`config.mk`:
```
export PLATFORM = sky130hd
export DESIGN_NAME = prog_loader
export DESIGN_NICKNAME = d
export VERILOG_FILES = /design/src/rtl/prog_loader.sv
export SDC_FILE = /design/constraint.sdc
export NUM_CORES = 1
export LEC_CHECK = 0
export ABC_AREA = 1
export BUFFER_PORTS_ARGS = -buffer_cell sky130_fd_sc_hd__buf_4
export CAP_MARGIN = 10
export CORE_MARGIN = 10
export CORE_UTILIZATION = 45
export CTS_BUF_LIST = sky130_fd_sc_hd__clkbuf_2
export DETAILED_ROUTE_END_ITERATION = 8
export PLACE_DENSITY = 0.7
export SLEW_MARGIN = 20
export SYNTH_ARGS = -nofsm -noshare
export SYNTH_HDL_FRONTEND = slang
export SYNTH_SLANG_ARGS = --single-unit
```
`constraint.sdc`:
```
create_clock -name clk -period 7.2 [get_ports clk]
set_input_delay 1.08 -clock clk [delete_from_list [all_inputs] [get_ports clk]]
set_output_delay 1.08 -clock clk [all_outputs]
set_load 0.02 [all_outputs]
```
`src/rtl/prog_loader.sv`:
```
// Boot/program loader: streams words into instruction memory, releases the core, counts run cycles.
// Latency: each accepted word is written 1 cycle later; RELEASE is 1 cycle; halt rises 1 cycle after budget hit.
// Backpressure: s_ready is high for every LOAD cycle, so at most one word per cycle, and is low in all other states.
//
// Ports
//   clk, rst        single rising-edge clock, asynchronous active-high reset
//   start, abort    start latches base_addr/word_count/run_cycles (IDLE/HALT only); abort returns to IDLE
//   base_addr       byte address of the first word and the initial PC
//   word_count      words to load (0 skips straight to RELEASE)
//   run_cycles      cycle budget once released; 0 = run forever
//   s_valid/s_data/s_ready   word stream input
//   imem_we/imem_addr/imem_wdata   instruction-memory write port
//   core_hold, pc_init, pc_load    core control
//   cycle_cnt, busy, halt          status
module prog_loader #(
  parameter int DW   = 32,
  parameter int CW   = 16,
  parameter int STEP = 4
) (
  input  logic          clk,
  input  logic          rst,
  input  logic          start,
  input  logic          abort,
  input  logic [DW-1:0] base_addr,
  input  logic [CW-1:0] word_count,
  input  logic [DW-1:0] run_cycles,
  input  logic          s_valid,
  input  logic [DW-1:0] s_data,
  output logic          s_ready,
  output logic          imem_we,
  output logic [DW-1:0] imem_addr,
  output logic [DW-1:0] imem_wdata,
  output logic          core_hold,
  output logic [DW-1:0] pc_init,
  output logic          pc_load,
  output logic [DW-1:0] cycle_cnt,
  output logic          busy,
  output logic          halt
);

  typedef enum logic [2:0] {
    ST_IDLE,
    ST_LOAD,
    ST_RELEASE,
    ST_RUN,
    ST_HALT
  } state_t;

  state_t state, state_d;

  // Latched job parameters. The write address is kept as a running byte
  // address (base + STEP*i) so no multiplier is needed; it wraps mod 2^DW.
  logic [CW-1:0] count_q, count_d;
  logic [CW-1:0] idx_q, idx_d;
  logic [DW-1:0] run_q, run_d;
  logic [DW-1:0] wr_addr_q, wr_addr_d;

  // Next values of the registered outputs.
  logic          imem_we_d;
  logic [DW-1:0] imem_addr_d;
  logic [DW-1:0] imem_wdata_d;
  logic [DW-1:0] pc_init_d;
  logic [DW-1:0] cycle_cnt_d;

  logic xfer;
  logic last_word;
  logic budget_hit;

  // s_ready is itself a registered copy of "state is LOAD", so a transfer is
  // only ever seen while loading.
  assign xfer       = s_valid && s_ready;
  assign last_word  = (idx_q == (count_q - CW'(1)));
  assign budget_hit = (run_q != '0) && (cycle_cnt == run_q);

  // State register.
  always_ff @(posedge clk or posedge rst) begin
    if (rst) begin
      state <= ST_IDLE;
    end else begin
      state <= state_d;
    end
  end

  // Next-state and next-output logic.
  always_comb begin
    state_d      = state;
    count_d      = count_q;
    idx_d        = idx_q;
    run_d        = run_q;
    wr_addr_d    = wr_addr_q;
    imem_we_d    = 1'b0;
    imem_addr_d  = imem_addr;
    imem_wdata_d = imem_wdata;
    pc_init_d    = pc_init;
    cycle_cnt_d  = cycle_cnt;

    if (abort) begin
      // abort outranks start and everything else; pc_init and the write
      // address/data simply hold.
      state_d     = ST_IDLE;
      cycle_cnt_d = '0;
    end else begin
      case (state)
        ST_IDLE, ST_HALT: begin
          if (start) begin
            count_d     = word_count;
            run_d       = run_cycles;
            pc_init_d   = base_addr;
            wr_addr_d   = base_addr;
            idx_d       = '0;
            cycle_cnt_d = '0;
            state_d     = (word_count != '0) ? ST_LOAD : ST_RELEASE;
          end
        end

        ST_LOAD: begin
          if (xfer) begin
            imem_we_d    = 1'b1;
            imem_addr_d  = wr_addr_q;
            imem_wdata_d = s_data;
            wr_addr_d    = wr_addr_q + DW'(STEP);
            idx_d        = idx_q + CW'(1);
            if (last_word) begin
              state_d = ST_RELEASE;
            end
          end
        end

        ST_RELEASE: begin
          // Counter shows 1 during the first cycle the core actually runs.
          state_d     = ST_RUN;
          cycle_cnt_d = DW'(1);
        end

        ST_RUN: begin
          // With an unlimited budget the counter free-runs and wraps.
          if (budget_hit) begin
            state_d = ST_HALT;
          end else begin
            cycle_cnt_d = cycle_cnt + DW'(1);
          end
        end

        default: begin
          state_d = ST_IDLE;
        end
      endcase
    end
  end

  // Output and datapath registers. The per-state control outputs are
  // decoded from the next state so they line up exactly with the state.
  always_ff @(posedge clk or posedge rst) begin
    if (rst) begin
      count_q    <= '0;
      idx_q      <= '0;
      run_q      <= '0;
      wr_addr_q  <= '0;
      s_ready    <= 1'b0;
      imem_we    <= 1'b0;
      imem_addr  <= '0;
      imem_wdata <= '0;
      core_hold  <= 1'b1;
      pc_init    <= '0;
      pc_load    <= 1'b0;
      cycle_cnt  <= '0;
      busy       <= 1'b0;
      halt       <= 1'b0;
    end else begin
      count_q    <= count_d;
      idx_q      <= idx_d;
      run_q      <= run_d;
      wr_addr_q  <= wr_addr_d;
      s_ready    <= (state_d == ST_LOAD);
      imem_we    <= imem_we_d;
      imem_addr  <= imem_addr_d;
      imem_wdata <= imem_wdata_d;
      core_hold  <= (state_d != ST_RUN);
      pc_init    <= pc_init_d;
      pc_load    <= (state_d == ST_RELEASE);
      cycle_cnt  <= cycle_cnt_d;
      busy       <= (state_d != ST_IDLE) && (state_d != ST_HALT);
      halt       <= (state_d == ST_HALT);
    end
  end

endmodule
```
After elaboration in Yosys (flattened, before gate mapping)
Cells that the tools add are included.
{ "classes": {"n_bitwise": 1, "add_sub_neg": 4, "n_mux": 20, "n_reduce_logical": 14, "n_eq_ne": 15} }
{ "op_table": {"columns": ["cell", "n"], "rows": [
  ["$mux 32", 5],
  ["$pmux 32 s3", 1],
  ["$pmux 32 s2", 1],
  ["$add 32x1->32 const B", 1],
  ["$add 32x3->32 const B", 1],
  ["$eq 32x32->1", 1],
  ["$mux 16", 2],
  ["$pmux 16 s2", 1],
  ["$reduce_bool 32->1", 1],
  ["$add 16x1->16 const B", 1],
  ["$eq 16x16->1", 1],
  ["$reduce_bool 16->1", 1],
  ["$sub 16x1->16 const B", 1],
  ["$mux 3", 5],
  ["$pmux 3 s4", 1],
  ["$eq 3x2->1 const B", 3],
  ["$ne 3x3->1 const B", 3],
  ["$reduce_and 3->1", 3],
  ["$eq 3x1->1 const B", 2],
  ["$eq 3x3->1 const B", 2],
  ["$ne 2x2->1 const B", 2],
  ["$reduce_and 4->1", 1],
  ["$reduce_bool 4->1", 1],
  ["$logic_and 1x1->1", 3],
  ["other kinds (8)", 10]
]} }
{ "word_totals": {"out_inout_bits": 134, "inputBits": 117, "regBits": 233, "word_cells": 69} }

Longest topological paths before layout
Gate-level depths: netlist (run 1).
{ "depth": {"ltp_word": 8, "ltp_mapped": 16} }

Worst setup path after synthesis (run 1)
No wires, ideal clock.
{ "synth_timing": {"path_kind": "input to register", "startpoint": "input abort", "endpoint": "register idx_q[14]", "path_stages": 13, "arrival_time_ns": 2.314, "slack_ns": 4.769, "path_buffers": 1, "cell_sequence": "clkbuf_1 -> inv_1 -> nand3_4 -> nand2_2 -> nand2_1 -> nor2_2 -> nand2_1 -> nor2_2 -> nand2_1 -> nor2_2 -> nand2_1 -> nor2_1 -> nor2_1"} }
{ "synth_via": {"elab_chain_len": 2} }
{ "synth_lines": {"columns": ["element", "line_no", "text"], "rows": [
  ["start: declaration", "23", "input logic abort,"],
  ["$not 1->1 (no source line)", null, null],
  ["$reduce_and 4->1 (no source line)", null, null],
  ["end signal: assignment", "171", "idx_q <= idx_d;"],
  ["end: declaration", "54", "logic [CW-1:0] idx_q, idx_d;"]
]} }
No other way between the ends.
A chain may end at the register's enable or synchronous reset.

Worst setup path in the final report (run 1)
{ "layout_timing": {"startpoint": "input abort", "endpoint": "register wr_addr_q[7]"} }
{ "layout_via": {"elab_chain_len": 2} }
{ "layout_lines": {"columns": ["element", "line_no", "text"], "rows": [
  ["$not 1->1 (no source line)", null, null],
  ["$reduce_and 4->1 (no source line)", null, null],
  ["end signal: assignment", "173", "wr_addr_q <= wr_addr_d;"],
  ["end: declaration", "56", "logic [DW-1:0] wr_addr_q, wr_addr_d;"]
]} }
No other way between the ends.

==> impl_metrics.py, run 1 <==
metrics = {
    "die": {
        "core-area_um2": 25980,
        "start_util_pct": 45.63,
        "io_pins": 251,
        "die_h_um": 182.3,
        "core.rowCount": 59,
        "design.die.area_um2": 33240,
        "die-width_um": 182.3,
    },
    "timing": {
        "clock_skew_ns": 0.09465,
        "hold_violations": 0,
        "achievable-frequency_mhz": 267.4,
        "tns_ns": 0,
        "drv_slew": 0,
        "finalSetupViolCount": 0,
        "rsz0062_at_grt": "false",
        "tightest_slew_ns": 0.9649,
        "min_period_ns": 3.739,
        "postLayoutSetupSlackWorst_ns": 3.461,
        "maxSlewHeadroom_pct": 35.45,
        "min_period_over_period_pct": 51.94,
    },
    "synth": {
        "syn_nets": 1685,
        "netlist_area_um2": 11860,
        "synth.avg_cell_area_um2": 7.582,
        "synth_edf_count": 0,
        "synth_flop_cell": "dfrtp_1",
        "synthTopCellsByCount": "nand2_1 (521), dfrtp_1 (232), inv_1 (170), o21ai_0 (142), nor2_1 (117)",
        "ys_warn_count": 0,
        "synth.area.top_cells": "dfrtp_1 (49%), nand2_1 (16%), o21ai_0 (6.0%)",
        "yosysTopAreaCellShare_pct": 48.96,
        "yosys.cell_count.top_type": "nand2_1",
        "yosys.cell_types.count": 41,
        "synth-seq-cells": 233,
        "synth_largest_area_cell": "dfrtp_1",
        "seq_area_frac_synth_pct": 49.18,
        "netlist_instances": 1564,
        "synthArstFlopShare_pct": 100.0,
    },
    "global_route": {
        "grt_overflow": 0,
        "grt_first_pass_wirelength_mm": 58.97,
        "grt_util_all_layers_pct": 21.41,
        "grt_pass1_vias": 11470,
        "grt_max_degree": 150,
        "grt_antenna_before_repair": 0,
    },
    "power": {
        "ir_worst_vdd_mv": 0.1883,
        "p_leak_uw": 0.007417,
        "power_density_nw_per_um2": 271.7,
    },
    "detailed_routing": {
        "antenna_left": 0,
        "wl_per_cell_um": 16.39,
        "drc_errors": 0,
        "drt_pre_antenna_iters": 5,
        "vias": 11330,
        "wl_mm": 36.41,
        "vias_per_cell": 5.102,
        "drt_iter0_drc": 720,
    },
    "critical_path": {
        "critPathLaunchType": "input pin",
        "crit_chain": "buf_4 -> inv_1 -> nand3_4 -> buf_4 -> nand2_2 -> inv_1 -> nor4_1 -> a221oi_1",
        "r2r-start": "state[1]$_DFF_PP0_",
        "cp_max_fo": 99,
        "critPathArrivalTime_ns": 4.43,
        "cp-end-kind": "flop",
        "slowest_stage": "inv_1",
        "worstPathBufferInverterCount": 4,
        "crit_type": "in2reg",
        "crit_required_ns": 7.89,
        "crit_family": "buffers and inverters",
        "slowest_delay_ns": 0.85,
        "startpoint": "abort",
    },
    "hold_path": {
        "hold_class": "in2async",
    },
    "place": {
        "gp_congestion": 0.9255,
        "pre_cts_ws_ns": 2.573,
        "hpwl_mm": 26.64,
        "port_buffers": 250,
        "place_inst": 2100,
    },
    "run_status": {
        "status": "finished, final reports clean",
    },
    "clock_tree": {
        "cts.root.buffer_cell": "clkbuf_2",
        "clock-sinks": 233,
        "cts_tree": "built",
        "htreeDepth": 3,
        "cts_setup_buffers": 0,
        "clock_latency_ns": 0.88,
        "clk_path_buf_depth": 3,
        "cts_inserted_buffers": 66,
        "hold_buffers": 0,
        "cts.clk_slew.worst_paths_ns": 0.11,
        "ctsResizeCount": 0,
    },
    "run": {
        "maxCapViolations": 0,
    },
    "layout": {
        "drive_gt1_share_pct": 20.20,
        "layout.cells.non_filler": 2221,
        "syn_to_final_growth_pct": 23.16,
        "antenna_cells": 0,
        "finalNetCount": 1955,
        "fill_cells": 2542,
    },
}
## cells by family after synthesis
| family | count (synthesis) | share of synthesized area (%) |
|---|---|---|
| buffers and inverters | 232 | 7.587 |
| adder cells (fa/ha/maj) | 4 | 0.4221 |
| flip-flops | 233 | 49.18 |
| AO/OA/AOI/OAI | 219 | 9.782 |
| AND/OR/NAND/NOR | 822 | 29.04 |
| XOR/XNOR | 54 | 3.989 |
## stage by stage
step / hold slack, ns / cell area [um^2] / total power, uW / utilization [%]
2_1_floorplan: 0.4652 / 11860 / 2489 / -
3_3_place_gp: 0.4592 / 13990 / 3007 / 53.83
3_5_place_dp: 0.4638 / 13990 / 3032 / 53.83
4_1_cts: 0.2856 / 14580 / 4024 / 56.12
5_1_grt: 0.1869 / 14600 / 4251 / 56.20
6_report: 0.2642 / 14600 / 3968 / 56.20
## worst register-to-register path: stages (launching register included)
cell	delay, ns
dfrtp_1	0.44
nor3_4	0.65
nand3_4	0.09
buf_4	0.40
nand2_2	0.65
inv_1	0.61
a21oi_1	0.29
o22ai_1	0.11
a21oi_1	0.18
## where the power goes
group	switching [uW]	internal, uW	total (uW)	leakage [uW]
registers	208	1580	1790	0.00298
clock network	613	353	966	0.000442
logic	738	471	1210	0.00400
total	1560	2410	3970	0.00742
## cell type report
cell class	instances	area (um^2)	share of cell area, %
Sequential cell	233	5832	39.93
Clock inverter	31	151.4	1.037
Multi-Input combinational cell	1099	5134	35.15
Clock buffer	89	445.4	3.050
Timing Repair Buffer	257	1954	13.38
Inverter	177	668.1	4.575
Tap cell	335	419.2	2.870
## flip-flops by register name, summed over array words and instances, names as in the netlist, 3 cells and up
name,count
count_q,16
cycle_cnt,32
idx_q,16
imem_addr,32
imem_wdata,32
pc_init,32
run_q,32
state,3
wr_addr_q,32
## per-layer routing
layer | track usage (%) | vias up | share of wire, %
met5 | 0 | - | 0
met4 | 7.875 | 0 | 3.0
met3 | 6.825 | 89 | 8.4
met2 | 34.28 | 406 | 46
met1 | 26.54 | 5241 | 43
li1 | - | 5596 | -
## layout by cell type (no fill, tap or decap), types with 14 or more instances in the layout
master and count:
nand2_1 521, buf_4 255, dfrtp_1 232, inv_1 169, o21ai_0 142, nor2_1 116, clkbuf_2 89, nand3_1 59
nor3_1 50, xor2_1 50, a21oi_1 39, nand4_1 36, clkinv_1 21, nor4_1 14
## path summary, 6_finish.rpt
check                                                  end  slack, ns  depth (start not counted)
worst min-delay path                  run_q[5]$_DFFE_PP0P_       0.26                          2
worst min register to register      pc_init[9]$_DFFE_PP0P_       0.49                          2
max in group asynchronous           count_q[6]$_DFFE_PP0P_       5.83                          3
worst max-delay path              wr_addr_q[7]$_DFFE_PP0P_       3.46                          8
worst max register to register    wr_addr_q[6]$_DFFE_PP0P_       3.71                          8
min in group clk                imem_wdata[18]$_DFFE_PP0P_       0.39                          3
No activity file was read; power rests on OpenSTA's default activity.
==> inputs of run 2 (changes only) <==
--- a/config.mk
+++ b/config.mk
@@ -5,14 +5,14 @@
 export SDC_FILE = /design/constraint.sdc
 export NUM_CORES = 1
 export LEC_CHECK = 0
-export ABC_AREA = 1
+export ABC_AREA = 0
 export BUFFER_PORTS_ARGS = -buffer_cell sky130_fd_sc_hd__buf_4
 export CAP_MARGIN = 10
 export CORE_MARGIN = 10
 export CORE_UTILIZATION = 45
 export CTS_BUF_LIST = sky130_fd_sc_hd__clkbuf_2
 export DETAILED_ROUTE_END_ITERATION = 8
-export PLACE_DENSITY = 0.7
+export PLACE_DENSITY = 0.68
 export SLEW_MARGIN = 20
 export SYNTH_ARGS = -nofsm -noshare
 export SYNTH_HDL_FRONTEND = slang
==> constraint.sdc (replaced) <==
create_clock -name clk -period 3.9 [get_ports clk]
set_input_delay 0.585 -clock clk [delete_from_list [all_inputs] [get_ports clk]]
set_output_delay 0.585 -clock clk [all_outputs]
set_load 0.02 [all_outputs]
==> impl_metrics.py, run 2 <==
metrics = {
    "run_status": {
        "status": "finished, final reports clean",
    },
    "critical_path": {
        "crit_type": "reg2reg",
        "slowest_stage": "or4_1",
        "critPathArrivalTime_ns": 3.96,
        "startpoint": "run_q[25]$_DFFE_PP0P_",
        "r2r-start": "run_q[25]$_DFFE_PP0P_",
        "slowest_delay_ns": 0.62,
        "r2r_setup_slack_ns": 0.70,
        "crit_required_ns": 4.66,
        "crit_chain": "nor4_1 -> nand4_1 -> o2111a_1 -> a31oi_1 -> nand2_1 -> or4_1 -> a21oi_1",
        "cp_max_fo": 12,
        "critPathLaunchType": "flop",
        "cp-end-kind": "flop",
        "worst_r2r_endpoint": "cycle_cnt[15]$_DFFE_PP0P_",
        "worstRegToRegCells": 7,
    },
    "layout": {
        "mostFrequentLayoutCells": "nand2_1 (476), buf_4 (268), dfrtp_1 (232)",
        "layout_commonest_cell": "nand2_1",
        "drive_gt1_share_pct": 22.68,
        "finalNetCount": 1786,
        "syn_to_final_growth_pct": 34.88,
        "fill_cells": 2123,
        "design_area_um2": 15010,
    },
    "hold_path": {
        "hold_class": "in2reg",
        "hold_end": "state[2]$_DFF_PP0_",
        "hold_depth": 4,
        "min_from": "start",
    },
    "timing": {
        "tns_ns": 0,
        "drv_slew": 0,
        "min_period_ns": 3.200,
        "min_period_over_period_pct": 82.04,
        "rsz0062_at_grt": "false",
        "maxSlewHeadroom_pct": 32.07,
        "tightest_slew_ns": 1.019,
        "clock_skew_ns": 0.06712,
        "hold_violations": 0,
        "finalSetupViolCount": 0,
        "achievable-frequency_mhz": 312.5,
    },
    "clock_tree": {
        "cts_setup_buffers": 0,
        "cts_tree": "built",
        "hold_buffers": 113,
        "cts_inserted_buffers": 61,
        "clk_path_buf_depth": 3,
        "clock_latency_ns": 0.90,
        "ctsResizeCount": 0,
        "cts.clk_slew.worst_paths_ns": 0.11,
        "htreeDepth": 2,
        "clock-sinks": 233,
        "cts.root.buffer_cell": "clkbuf_2",
    },
    "synth": {
        "netlist_area_um2": 11130,
        "syn_nets": 1407,
        "yosysTopAreaCellShare_pct": 52.16,
        "ys_warn_count": 0,
        "yosys.cell_types.count": 67,
        "synthTopCellsByCount": "nand2_1 (476), dfrtp_1 (232), nor2_1 (77), clkbuf_1 (51), o21ai_0 (48)",
        "synth_largest_area_cell": "dfrtp_1",
        "synth.area.top_cells": "dfrtp_1 (52%), nand2_1 (16%), xnor2_1 (3.7%)",
        "synth_edf_count": 0,
        "seq_area_frac_synth_pct": 52.40,
        "synth-seq-cells": 233,
        "synth.avg_cell_area_um2": 8.654,
        "synth_flop_cell": "dfrtp_1",
        "yosys.cell_count.top_type": "nand2_1",
        "netlist_instances": 1286,
        "synthArstFlopShare_pct": 100.0,
    },
    "power": {
        "p_leak_uw": 0.007402,
        "ir_worst_vdd_mv": 0.3501,
        "power_density_nw_per_um2": 463.4,
    },
    "die": {
        "core-area_um2": 24320,
        "start_util_pct": 45.76,
        "core.rowCount": 57,
        "io_pins": 251,
        "die-width_um": 177.3,
        "die_h_um": 177.3,
        "design.die.area_um2": 31420,
    },
    "detailed_routing": {
        "drt_iter0_drc": 710,
        "antenna_left": 0,
        "vias_per_cell": 5.200,
        "drt_pre_antenna_iters": 5,
        "wl_mm": 36.28,
        "vias": 10610,
        "drc_errors": 0,
        "wl_per_cell_um": 17.78,
    },
    "place": {
        "hpwl_mm": 24.78,
        "gp_congestion": 0.8928,
        "port_buffers": 250,
        "dpl_cell_area_um2": 13330,
    },
    "global_route": {
        "grt_max_degree": 91,
        "grt_first_pass_wirelength_mm": 59.08,
        "grt_antenna_before_repair": 1,
        "grt_pass1_vias": 10920,
        "grt_util_all_layers_pct": 23.00,
        "grt_overflow": 0,
    },
    "run": {
        "maxCapViolations": 0,
    },
}
## run 2: power by group
group          internal (uW)  switching (uW)  leakage [uW]
combinational            877            1140       0.00402
clock                    608            1050      0.000407
sequential              2880             401       0.00298
total                   4360            2590       0.00740
## run 2: metrics by stage
stage	power [uW]	hold slack (ns)	util, %	cells	worst slack, ns
after floorplan	4337	0.4386	-	1286	0.2659
after global placement	5203	0.4507	54.81	1813	0.8875
after detailed placement	5243	0.4623	54.81	1813	0.7247
after CTS	7044	0.01797	61.72	2039	0.6798
after global routing	7433	0.04777	61.73	2040	0.4622
final	6956	0.1169	61.73	2040	0.7004
## run 2: per-layer routing
layer / track usage (%) / share of wire [%] / vias up
li1: - / - / 5112
met1: 29.28 / 42 / 5064
met2: 36.72 / 47 / 380
met3: 8.236 / 9.3 / 53
met4: 5.419 / 1.6 / 0
met5: 0 / 0 / -
## run 2: area by class of cell
type / instances / area, um^2 / share of cell area (%)
multi-input cells: 967 / 4965 / 33.07
clock buffers: 86 / 430.4 / 2.867
repair buffers: 383 / 3183 / 21.20
clock inverters: 27 / 118.9 / 0.7918
diodes: 1 / 2.502 / 0.01667
inverters: 19 / 75.07 / 0.5001
flip-flops and latches: 233 / 5832 / 38.85
well taps: 324 / 405.4 / 2.700
## run 2: worst max-delay path: cells and delay by family (launching register included)
family	cells	cell delay, ns
AND/OR/NAND/NOR	4	1.66
AO/OA/AOI/OAI	3	1.04
flip-flops	1	0.41
## run 2: how the worst max path moves through the flow
| stage | end | depth (start not counted) |
|---|---|---|
| after global placement | cycle_cnt[15]$_DFFE_PP0P_ | 7 |
| after CTS | cycle_cnt[15]$_DFFE_PP0P_ | 7 |
| after floorplan | busy$_DFF_PP0_ | 1 |
| after detailed placement | cycle_cnt[15]$_DFFE_PP0P_ | 7 |
| after global routing | cycle_cnt[15]$_DFFE_PP0P_ | 7 |
| final | cycle_cnt[15]$_DFFE_PP0P_ | 7 |
## run 2: cells by family after synthesis
group	count (synthesis)	synth area share, %
AOI/OAI and AO/OA	159	9.432
and+or+nand+nor	728	28.49
adders and majority gates	4	0.4497
buffers and inverters	86	3.170
xor gates and xnor gates	69	5.430
DFF	233	52.40
muxes	7	0.6296
==> inputs of run 3 (changes only) <==
--- a/config.mk
+++ b/config.mk
@@ -5,7 +5,7 @@
 export SDC_FILE = /design/constraint.sdc
 export NUM_CORES = 1
 export LEC_CHECK = 0
-export ABC_AREA = 0
+export ABC_AREA = 1
 export BUFFER_PORTS_ARGS = -buffer_cell sky130_fd_sc_hd__buf_4
 export CAP_MARGIN = 10
 export CORE_MARGIN = 10
==> constraint.sdc (replaced) <==
create_clock -name clk -period 3.2 [get_ports clk]
set_input_delay 0.48 -clock clk [delete_from_list [all_inputs] [get_ports clk]]
set_output_delay 0.48 -clock clk [all_outputs]
set_load 0.02 [all_outputs]
==> impl_metrics.py, run 3 (same netlist as run 1, synthesis figures left out) <==
metrics = {
    "run_status": {
        "status": "finished, final reports clean",
    },
    "place": {
        "gp_congestion": 0.9588,
        "hpwl_mm": 27.52,
        "place_inst": 2109,
        "port_buffers": 250,
        "pre_cts_ws_ns": 0.8151,
    },
    "detailed_routing": {
        "wl_mm": 39.32,
        "wl_per_cell_um": 16.85,
        "drt_iter0_drc": 871,
        "vias": 11900,
        "antenna_left": 0,
        "drc_errors": 0,
        "drt_pre_antenna_iters": 5,
        "vias_per_cell": 5.098,
    },
    "power": {
        "power_density_nw_per_um2": 574.7,
        "total_power_uw": 9096,
        "ir_worst_vdd_mv": 0.4613,
        "p_leak_uw": 0.007934,
        "clkPwrFrac_pct": 23.6,
        "p_sw_share_pct": 38.82,
        "p_switching_uw": 3531,
        "seq_power_share_pct": 44.5,
        "p_int_uw": 5565,
        "comb_power_share_pct": 31.8,
    },
    "timing": {
        "min_period_ns": 2.493,
        "hold_violations": 0,
        "maxSlewHeadroom_pct": 37.07,
        "rsz0062_at_grt": "false",
        "achievable-frequency_mhz": 401.1,
        "postLayoutSetupSlackWorst_ns": 0.7070,
        "clock_skew_ns": 0.08153,
        "finalSetupViolCount": 0,
        "drv_slew": 0,
        "hold_slack_ns": 0.08793,
        "tns_ns": 0,
        "tightest_slew_ns": 0.9419,
        "min_period_over_period_pct": 77.91,
    },
    "critical_path": {
        "startpoint": "cycle_cnt[24]$_DFFE_PP0P_",
        "r2r-start": "cycle_cnt[24]$_DFFE_PP0P_",
        "critPathArrivalTime_ns": 3.23,
        "critPathLaunchType": "flop",
        "cp-end-kind": "flop",
        "cp_max_fo": 35,
        "crit_type": "reg2reg",
        "crit_required_ns": 3.94,
    },
    "clock_tree": {
        "cts_tree": "built",
        "cts_setup_buffers": 0,
        "cts.root.buffer_cell": "clkbuf_2",
        "clk_path_buf_depth": 3,
        "clock_latency_ns": 0.91,
        "cts.clk_slew.worst_paths_ns": 0.10,
        "htreeDepth": 2,
        "cts_inserted_buffers": 60,
        "clock-sinks": 233,
    },
    "layout": {
        "mostFrequentLayoutCells": "nand2_1 (521), buf_4 (259), dfrtp_1 (232)",
        "drive_gt1_share_pct": 19.16,
        "seqCellArea_um2": 5832,
        "multi_input_area_um2": 5134,
        "fill_cells": 2323,
        "antenna_cells": 0,
        "syn_to_final_growth_pct": 33.47,
        "layout_commonest_cell": "nand2_1",
        "layout.cells.non_filler": 2334,
        "finalNetCount": 2071,
    },
    "global_route": {
        "grt_first_pass_wirelength_mm": 63.51,
        "grt_antenna_before_repair": 0,
        "grt_max_degree": 110,
        "grt_pass1_vias": 11980,
        "grt_overflow": 0,
        "grt_util_all_layers_pct": 23.13,
    },
    "die": {
        "core-area_um2": 25980,
        "die-width_um": 182.3,
        "die_h_um": 182.3,
        "start_util_pct": 45.63,
        "design.die.area_um2": 33240,
        "core.rowCount": 59,
        "io_pins": 251,
    },
    "hold_path": {
        "min_from": "start",
        "hold_class": "in2reg",
    },
    "run": {
        "maxCapViolations": 0,
    },
}
run 3: cell types whose count changed in the layout (fill, tap and decap cells not counted), sizes merged, moves of 13 or more:
cell / before / now
nor2: 78 / 124
nand3: 27 / 60
nand2: 476 / 524
or3: 13 / 0
xnor2: 47 / 4
nor3: 31 / 52
inv: 18 / 178
o21a: 13 / 0
a21oi: 25 / 39
o21ai: 48 / 153
xor2: 22 / 50
run 3: through the flow:
| stage | cell area [um^2] | util (%) |
|---|---|---|
| after floorplan | 11860 | - |
| after global routing | 15830 | 60.91 |
| after CTS | 15830 | 60.91 |
| final | 15830 | 60.91 |
| after global placement | 14120 | 54.33 |
| after detailed placement | 14120 | 54.33 |
run 3: critical path: stages, from the launching register on:
cell and delay (ns):
dfrtp_1 0.53, inv_1 0.11, nand2_1 0.07, nand2_1 0.05, nor2_1 0.10, nand2_1 0.09
nor2_1 0.09, nand2_1 0.06, nor2_1 0.18, nand3_1 0.14, nand2_2 0.13, nand2_2 0.29
buf_12 0.28, nand2_1 0.09, nand2_1 0.05, nand2_1 0.06, nor2_1 0.04
run 3: worst paths after layout:
| path | endpoint | slack [ns] | depth (start not counted) |
|---|---|---|---|
| max | cycle_cnt[11]$_DFFE_PP0P_ | 0.71 | 16 |
| min | state[2]$_DFF_PP0_ | 0.09 | 5 |
| max reg2reg | cycle_cnt[11]$_DFFE_PP0P_ | 0.71 | 16 |
| min reg2reg | pc_init[1]$_DFFE_PP0P_ | 0.48 | 2 |
| max in group asynchronous | run_q[19]$_DFFE_PP0P_ | 2.02 | 4 |
| min in group asynchronous | pc_init[2]$_DFFE_PP0P_ | 0.33 | 3 |
run 3: layout make-up:
| type | instances | area share [%] |
|---|---|---|
| sequential | 233 | 36.85 |
| multi-input combinational | 1099 | 32.44 |
| timing repair buffer | 379 | 20.25 |
| inverter | 177 | 4.222 |
| clock buffer | 87 | 2.751 |
| tap | 335 | 2.648 |
| clock inverter | 24 | 0.8380 |
run 3: power groups by stage:
| stage | Combinational (uW) | Sequential (uW) | Clock [uW] |
|---|---|---|---|
| floorplan | 1140 | 4460 | 0 |
| global placement | 2750 | 4070 | 0 |
| global route | 3210 | 4130 | 2360 |
| detailed placement | 2800 | 4070 | 0 |
| CTS | 2910 | 4040 | 2230 |
| finish | 2900 | 4050 | 2150 |
run 3: layer usage:
metal  global-route usage [%]  part of all wire, %  routed length (um)  up-vias
met3                    6.726                  8.2                3223       80
met4                    6.638                  2.6                1020        0
met1                    28.51                   42               16470     5563
met5                        0                    0                   0        -
met2                    38.55                   47               18610      442
li1                         -                    -                   -     5813
run 3: repair_timing:
item                       CTS  global route
gates resized for setup      0             0
hold endpoints to repair   177             0
setup endpoints to repair    0             0
hold buffers               114             0
